File: src/rtl/draw_pkg.sv
// Shared types and dimension constants for the draw engine and its scan counter.
package draw_pkg;

   typedef enum logic [1:0] {
      IDLE  = 2'd0,
      SCAN  = 2'd1,
      FLUSH = 2'd2
   } drawState_e;

   localparam int SCREEN_W_DEF = 160;
   localparam int SCREEN_H_DEF = 120;
   localparam int SPRITE_W_DEF = 40;
   localparam int SPRITE_H_DEF = 40;
   localparam int SCREEN_AW    = 15;
   localparam int SPRITE_AW    = 11;

   localparam logic [2:0] KEY_COLOR_DEF = 3'b101;

endpackage

File: src/rtl/draw_scan_counter.sv
// Row-major col/row/linear-address stepper; the address advances by one per step.
// wrap flags the last column, last flags the last row; both together mark the final address.
module draw_scan_counter #(
   parameter int W  = 160,
   parameter int H  = 120,
   parameter int AW = 15
) (
   input  logic          clk,
   input  logic          reset,
   input  logic          clear,
   input  logic          step,
   output logic [7:0]    col,
   output logic [6:0]    row,
   output logic [AW-1:0] addr,
   output logic          wrap,
   output logic          last
);

   assign wrap = (col == 8'(W - 1));
   assign last = (row == 7'(H - 1));

   always_ff @(posedge clk) begin
      if (reset || clear) begin
         col  <= '0;
         row  <= '0;
         addr <= '0;
      end else if (step) begin
         if (wrap && last) begin
            col  <= '0;
            row  <= '0;
            addr <= '0;
         end else if (wrap) begin
            col  <= '0;
            row  <= row + 7'd1;
            addr <= addr + AW'(1);
         end else begin
            col  <= col + 8'd1;
            addr <= addr + AW'(1);
         end
      end
   end

endmodule

File: src/rtl/draw_engine.sv
// Scans a full screen or a sprite, absorbs the one-cycle ROM latency and emits
// a clipped, colour-keyed pixel stream to the VGA adapter.
module draw_engine
   import draw_pkg::*;
#(
   parameter int         SCREEN_W  = SCREEN_W_DEF,
   parameter int         SCREEN_H  = SCREEN_H_DEF,
   parameter int         SPRITE_W  = SPRITE_W_DEF,
   parameter int         SPRITE_H  = SPRITE_H_DEF,
   parameter logic [2:0] KEY_COLOR = KEY_COLOR_DEF
) (
   input  logic                 clk,
   input  logic                 reset,
   input  logic                 start,
   input  logic                 isSprite,
   input  logic                 black,
   input  logic [7:0]           xOrigin,
   input  logic [6:0]           yOrigin,
   input  logic [4:0]           memorySelIn,
   input  logic [2:0]           romColor,
   output logic [4:0]           memorySel,
   output logic [SCREEN_AW-1:0] screenCount,
   output logic [SPRITE_AW-1:0] spriteCount,
   output logic [7:0]           x,
   output logic [6:0]           y,
   output logic [2:0]           color,
   output logic                 plot,
   output logic                 busy,
   output logic                 done,
   output drawState_e           stateDbg
);

   drawState_e state, stateNext;
   logic       isSpriteQ, blackQ;
   logic [7:0] xOriginQ;
   logic [6:0] yOriginQ;
   logic       accept, scanning, scanEnd;

   logic [7:0]           scrCol, sprCol, colSel, colQ;
   logic [6:0]           scrRow, sprRow, rowSel, rowQ;
   logic [SCREEN_AW-1:0] scrAddr;
   logic [SPRITE_AW-1:0] sprAddr;
   logic                 scrWrap, scrLast, sprWrap, sprLast;
   logic                 validQ, clipped, keyed;
   logic [8:0]           xSum;
   logic [7:0]           ySum;

   assign accept   = (state == IDLE) && start;
   assign scanning = (state == SCAN);
   assign scanEnd  = isSpriteQ ? (sprWrap && sprLast) : (scrWrap && scrLast);

   always_ff @(posedge clk) begin
      if (reset) begin
         state     <= IDLE;
         isSpriteQ <= 1'b0;
         blackQ    <= 1'b0;
         xOriginQ  <= '0;
         yOriginQ  <= '0;
         memorySel <= '0;
      end else begin
         state <= stateNext;
         if (accept) begin
            isSpriteQ <= isSprite;
            blackQ    <= black;
            xOriginQ  <= xOrigin;
            yOriginQ  <= yOrigin;
            memorySel <= memorySelIn;
         end
      end
   end

   always_comb begin
      stateNext = state;
      case (state)
         IDLE:    if (start) stateNext = SCAN;
         SCAN:    if (scanEnd) stateNext = FLUSH;
         FLUSH:   stateNext = IDLE;
         default: stateNext = IDLE;
      endcase
   end

   draw_scan_counter #(.W(SCREEN_W), .H(SCREEN_H), .AW(SCREEN_AW)) screenScan (
      .clk(clk), .reset(reset), .clear(accept), .step(scanning && !isSpriteQ),
      .col(scrCol), .row(scrRow), .addr(scrAddr), .wrap(scrWrap), .last(scrLast)
   );

   draw_scan_counter #(.W(SPRITE_W), .H(SPRITE_H), .AW(SPRITE_AW)) spriteScan (
      .clk(clk), .reset(reset), .clear(accept), .step(scanning && isSpriteQ),
      .col(sprCol), .row(sprRow), .addr(sprAddr), .wrap(sprWrap), .last(sprLast)
   );

   assign colSel = isSpriteQ ? sprCol : scrCol;
   assign rowSel = isSpriteQ ? sprRow : scrRow;

   // The pixel stage travels alongside the ROM read so romColor lines up with it.
   always_ff @(posedge clk) begin
      if (reset) begin
         validQ <= 1'b0;
         colQ   <= '0;
         rowQ   <= '0;
      end else begin
         validQ <= scanning;
         colQ   <= colSel;
         rowQ   <= rowSel;
      end
   end

   assign xSum    = isSpriteQ ? ({1'b0, xOriginQ} + {1'b0, colQ}) : {1'b0, colQ};
   assign ySum    = isSpriteQ ? ({1'b0, yOriginQ} + {1'b0, rowQ}) : {1'b0, rowQ};
   assign clipped = (xSum >= 9'(SCREEN_W)) || (ySum >= 8'(SCREEN_H));
   assign keyed   = isSpriteQ && !blackQ && (romColor == KEY_COLOR);

   assign x     = xSum[7:0];
   assign y     = ySum[6:0];
   assign color = (validQ && !blackQ) ? romColor : 3'b000;
   assign plot  = validQ && !clipped && !keyed;

   assign screenCount = (scanning && !isSpriteQ) ? scrAddr : '0;
   assign spriteCount = (scanning && isSpriteQ) ? sprAddr : '0;
   assign busy        = (state != IDLE);
   assign done        = (state == FLUSH);
   assign stateDbg    = state;

endmodule

File: config.mk
export PLATFORM = sky130hd
export DESIGN_NAME = draw_engine
export DESIGN_NICKNAME = d
export VERILOG_FILES = /design/src/rtl/draw_pkg.sv /design/src/rtl/draw_scan_counter.sv /design/src/rtl/draw_engine.sv
export SDC_FILE = /design/constraint.sdc
export NUM_CORES = 1
export LEC_CHECK = 0
export CAP_MARGIN = 20
export CORE_AREA = 2 2 105 107
export DETAILED_ROUTE_END_ITERATION = 12
export DIE_AREA = 0 0 107 109
export GPL_TIMING_DRIVEN = 0
export MAX_ROUTING_LAYER = met4
export PLACE_DENSITY = 0.72
export SYNTH_ARGS = -nofsm -noshare
export SYNTH_HDL_FRONTEND = slang
export SYNTH_HIERARCHICAL = 1
export SYNTH_SLANG_ARGS = --single-unit
File: constraint.sdc
create_clock -name clk -period 3.2 [get_ports clk]
set_input_delay 0.64 -clock clk [delete_from_list [all_inputs] [get_ports clk]]
set_output_delay 0.64 -clock clk [all_outputs]
set_load 0.03 [all_outputs]
# Word-level counts from Yosys, hierarchy flattened
# Cells that the tools add are included.
# word_totals
register_bits,96
latchBits,0
ram_bits,0
romBits,0
input_bits,28
word_cells,78
mem_count,0
# classes
add_sub_neg,8
mul,0
div,0
magnitude_cmp,2
eq_ne,9
n_shift,0
muxes,21
n_bitwise,0
reduce_logical,23
# op_table
operator,count
2-to-1 mux 8 bit,6
2-to-1 mux 7 bit,5
2-to-1 mux 15 bit,2
2-to-1 mux 11 bit,2
"adder 8 x 1 -> 8 bit, second input constant",2
"adder 15 x 1 -> 15 bit, second input constant",1
"adder 7 x 1 -> 7 bit, second input constant",2
"adder 11 x 1 -> 11 bit, second input constant",1
logical AND 1 bit,10
adder 8 x 8 -> 9 bit,1
">= comparator 9 x 8 -> 1 bit, second input constant",1
2-to-1 mux 9 bit,1
adder 7 x 7 -> 8 bit,1
"== test 8 x 6 -> 1 bit, second input constant",1
"== test 8 bit, second input constant",1
">= comparator 8 x 7 -> 1 bit, second input constant",1
"== test 7 x 6 -> 1 bit, second input constant",1
"== test 7 bit, second input constant",1
AND reduction 2 bit,3
nonzero test 2 bit,3
logical NOT 1 bit,4
2-to-1 mux 2 bit,2
case mux 2 bit (2 select lines),1
"== test 3 bit, second input constant",1
other kinds (8),9

# Logic depth before layout (Yosys ltp)
# depth
depth_word,7
ltp_mapped,9

# Cells and area by module
# Netlist, hierarchy kept.
# by_module_without_submodules
mod,n_inst,cells_per_inst,area_each_um2,seq_area_each_um2
draw_engine,1,288,2413.6,800.8
draw_scan_counter (screenScan),1,155,1392.6,600.6
draw_scan_counter (spriteScan),1,137,1310.0,520.5

# Worst setup path after synthesis
# No wires, ideal clock.
# synth_path
kind,register -> output
from,register yOriginQ[0]
to,output port plot
arrival_ns,2.479
required_time_ns,2.560
slack_ns,0.081
path_stages_with_launch,10
path_cell_list,dfxtp_1 > ha_1 > inv_1 > fa_1 > nor2b_4 > o21a_1 > nor3_1 > o31ai_1 > a41o_1 > nor3_2
# synth_via
elab_chain_cells,7
# synth_lines
element,line_no,text
start: declaration,draw_engine.sv:36,logic [6:0] yOriginQ;
start signal: assignment,draw_engine.sv:66,yOriginQ <= yOrigin;
adder 7 x 7 -> 8 bit,draw_engine.sv:109,"assign ySum = isSpriteQ ? ({1'b0, yOriginQ} + {1'b0, rowQ}) : {1'b0, rowQ};"
2-to-1 mux 8 bit,draw_engine.sv:109,
named net y[4],draw_engine.sv:25,"output logic [6:0] y,"
>= comparator 8 x 7 -> 1 bit,draw_engine.sv:110,assign clipped = (xSum >= 9'(SCREEN_W)) || (ySum >= 8'(SCREEN_H));
logical OR 1 bit,draw_engine.sv:110,
logical NOT 1 bit,draw_engine.sv:116,assign plot = validQ && !clipped && !keyed;
logical AND 1 bit (2 in series),draw_engine.sv:116,
end: declaration,draw_engine.sv:27,"output logic plot,"
# The timed path passes the listed nets, and every way through them passes these cells.

# Worst setup path in the final report
# layout_path
from,register yOriginQ[4]
to,output port plot
# layout_via
elab_chain_cells,7
# layout_lines
element,line_no
adder 7 x 7 -> 8 bit,draw_engine.sv:109
2-to-1 mux 8 bit,draw_engine.sv:109
>= comparator 8 x 7 -> 1 bit,draw_engine.sv:110
logical OR 1 bit,draw_engine.sv:110
logical NOT 1 bit,draw_engine.sv:116
logical AND 1 bit (2 in series),draw_engine.sv:116
# Every way passes these cells.

==> impl_results.md <==
* Synth warn at 6
* Num ports at ~80
* Number of design rule violations left after detail routing at 0
* Path category of the worst min-delay check: register to register
* Minimum clock period at around 3.3 ns
* Worst Max-Slew Pin Slew at 1.008 ns
* Outcome: finished, violations left
* Number of distinct standard cells referenced by the synthesized netlist at 67
* Number of antenna repair diodes at 0
* Worst hold slack across all endpoints at 0.4634 ns
* CP arrival at about 2.7 ns
* Die boundary height at 109 um
* Leakage power of the design at between 2 and 2.5 nW
* Max-cap violation count at 0
* Sequential cell area fraction in the yosys report at 0.3756
* Crit path max fanout at 5
* Worst ir drop on vdd at roughly 190 uV
* Top library cells by usage in the layout, fill and taps aside: sky130_fd_sc_hd__dfxtp_1, sky130_fd_sc_hd__clkdlybuf4s50_1, sky130_fd_sc_hd__nand2_1
* Critical path type: register to output port
* Number of hold-slack violations in the final timing report at 0
* First-pass GRT wire length at 19.88 mm
* Min setup slack post-route at -0.1036 ns
* Overflow left after global routing at 0
* Clock latency on the worst-skew pair at 0.38 ns
* Global placer's final weighted congestion at approximately 0.91
* Number of CTS-inserted buffers at 9
* Most common library cell in the layout ignoring fill and taps: sky130_fd_sc_hd__dfxtp_1
* Residual antenna-violating net count after detailed routing at 0
* Setup violations, final at 1
* Clock tree from TritonCTS: built
* Violations in the final reports: setup timing
* Antenna violations before repair at 0
* DR pass1 iterations at 4
* Post-route non-filler standard cell count at approximately 820
* Async set-reset flop share out of synthesis at 0
* Clock sink count at 96
* Post-detailed-route wirelength per cell at 15.15 um
* Post-synth top area share at 0.3756
* Placeable core region at 0.01060 sq mm
* Total track usage at 0.2232
* Dominant cells by area after synthesis: sky130_fd_sc_hd__dfxtp_1, sky130_fd_sc_hd__nand2_1, sky130_fd_sc_hd__ha_1, sky130_fd_sc_hd__xnor2_1, sky130_fd_sc_hd__nor2_1
* Total buffers and inverters traversed by the critical path at 1
* H-tree levels at 3
* Mean cell area of the mapped netlist at 8.821 sq um
* Slowest stage cell on the critical path: sky130_fd_sc_hd__or3_1
* Final Max Slew Viols at 0
* Post-synthesis net count at 631
* Vias in the first global route at 4182
* Sort of element at the end of the critical path: output port
* Total placed cells including tap cells at 801
* Layout Skew at 0.02230 ns
* Vias per Instance at 5.357
* Place WS at -0.2239 ns
* Sum of net half-perimeters after detailed placement at 9.331 mm
* Ratio of cells with drive above 1 in the final layout at 0.1119
* Power density of the placed cells at 368.6 mW/mm^2
* Clock root buffer: sky130_fd_sc_hd__clkbuf_8
* Violation count after the first detailed-routing iteration at 248
* Cell row count at 38
* Placed standard-cell area at 0.006102 sq mm
* Top Family by Delay on Critical Path: compound AO/OA/AOI/OAI gates
* I/O Buffers at 81
* Post-synthesis cell count at 580
* Max Freq at about 300 MHz
* Worst-path cell chain: ha_1 > a21o_1 > a21o_1 > or3_1 > a31o_1 > a41o_1 > nor3_2 > buf_4
* Largest net degree at the start of global routing at 17
* RSZ-0062 raised after global routing: yes
* Slowest stage delay, CP at roughly 0.37 ns
* CTS clock-pin slew for the worst setup and hold paths at 0.11 ns
* Element type at the critical path start: register
* Number of flops mapped to enable cells by yosys at 0
* Die Wd at 107 um
* Area grow syn2layout at 23.67%
* Final instance area at 0.006327 sq mm
* Aggregate routed wire length at 12.41 mm
* Largest buffer count on any clock path at 2
* Required time reported for the critical path endpoint at 2.56 ns
* Final net count at 725
* Fin crit share at 1.032
* Vias post-DR at approximately 4400
* Relative slew slack at 0.3283
* Syn Std Cell Area at 0.005116 sq mm
* Total die area at between 0.01 and 0.015 sq mm
* Leading area contributor after synthesis: sky130_fd_sc_hd__dfxtp_1
* Number of storage elements in the synthesis netlist at 96
* Top_reg_cell synth: sky130_fd_sc_hd__dfxtp_1
* Initial standard-cell utilization of the core at 0.4825
* Most used cell along the critical path: sky130_fd_sc_hd__a21o_1
[power breakdown]
part | total [mW] | switching [mW] | leakage, nW | internal [mW]
logic | 0.338 | 0.201 | 1.50 | 0.137
clock network | 0.749 | 0.437 | 0.0943 | 0.312
registers | 1.24 | 0.0223 | 0.778 | 1.22
total | 2.33 | 0.661 | 2.37 | 1.67
[sequential cells by signal, summed over array words and instances, names as in the netlist, 7 cells and up]
| signal | count |
|---|---|
| screenScan/addr | 15 |
| spriteScan/addr | 11 |
| colQ | 8 |
| screenScan/col | 8 |
| spriteScan/col | 8 |
| xOriginQ | 8 |
| rowQ | 7 |
| screenScan/row | 7 |
| spriteScan/row | 7 |
| yOriginQ | 7 |
[synth_stat cells (all sizes together) (2+ instances only)]
library cell / instances
xor2: 21
nor2: 74
nor2b: 6
nand3b: 2
fa: 2
nor4b: 2
mux2i: 20
o21a: 2
o21ai: 10
nor4: 3
a211oi: 5
or4: 4
and3: 5
o31ai: 4
nand2b: 3
a21o: 7
o21bai: 3
nand3: 18
nand4: 18
dfxtp: 96
buf: 8
and2: 31
nor3: 17
or3: 4
xnor2: 30
ha: 21
mux2: 11
a21oi: 39
nand2: 72
inv: 9
and4: 2
clkbuf: 12
[layout make-up]
class                   instances  area (sq um)
plain buffers                  20         123.9
clock buffers                  11         141.4
clock inverters                 5         40.04
fillers                       956          4275
inverters                       9         33.78
multi-input cells             455          3075
flip-flops and latches         96          1924
well taps                     140         175.2
repair buffers                 83         813.3
[per-stage QoR]
step	power, mW	TNS [ns]	util
after global routing	2.428	-1.217	0.5968
final	2.332	-0.1036	0.5968
after global placement	1.602	-0.1942	0.5755
after CTS	2.344	-0.1659	0.5926
after detailed placement	1.608	-0.2416	0.5755
after floorplan	1.479	0	-
[routing by layer]
layer / part of all wire / global-route usage / vias up
met3: 0.037 / 0.02869 / 25
met5: 0 / - / -
li1: - / - / 2191
met4: 0.025 / 0.1020 / 0
met2: 0.49 / 0.3781 / 104
met1: 0.45 / 0.2660 / 2067
[worst register-to-register path, delay by kind of cell, from the launching register on]
family	cells	cell delay [ns]
buffers and inverters	3	1.31
AND/OR/NAND/NOR	4	0.67
flip-flops	1	0.34
[cells by family after synthesis]
kind of cell / count (synthesis) / synth area share
AO/OA/AOI/OAI: 80 / 0.1020
buffers and inverters: 29 / 0.02983
adder cells (fa/ha/maj): 23 / 0.05918
flip-flops: 96 / 0.3756
AND/OR/NAND/NOR: 270 / 0.2827
multiplexers: 31 / 0.06334
XOR/XNOR: 51 / 0.08731
[what timing repair did]
action,4_1_cts,5_1_grt
setup buffers,0,2
pin swaps,1,6
hold buffers,0,0
resized for setup,21,14
setup endpoints to repair,17,17
[path summary, 6_finish.rpt]
check / slack (ns) / cells after the start / end / start
hold / removal: 0.46 / 2 / memorySel[4] / memorySel[4]
setup / recovery: -0.10 / 8 / plot / yOriginQ[4]
hold reg to reg: 0.46 / 2 / memorySel[4] / memorySel[4]
setup reg to reg: 0.75 / 7 / screenScan/col[6] / stateDbg[1]
(Power assumes the default switching activity.)
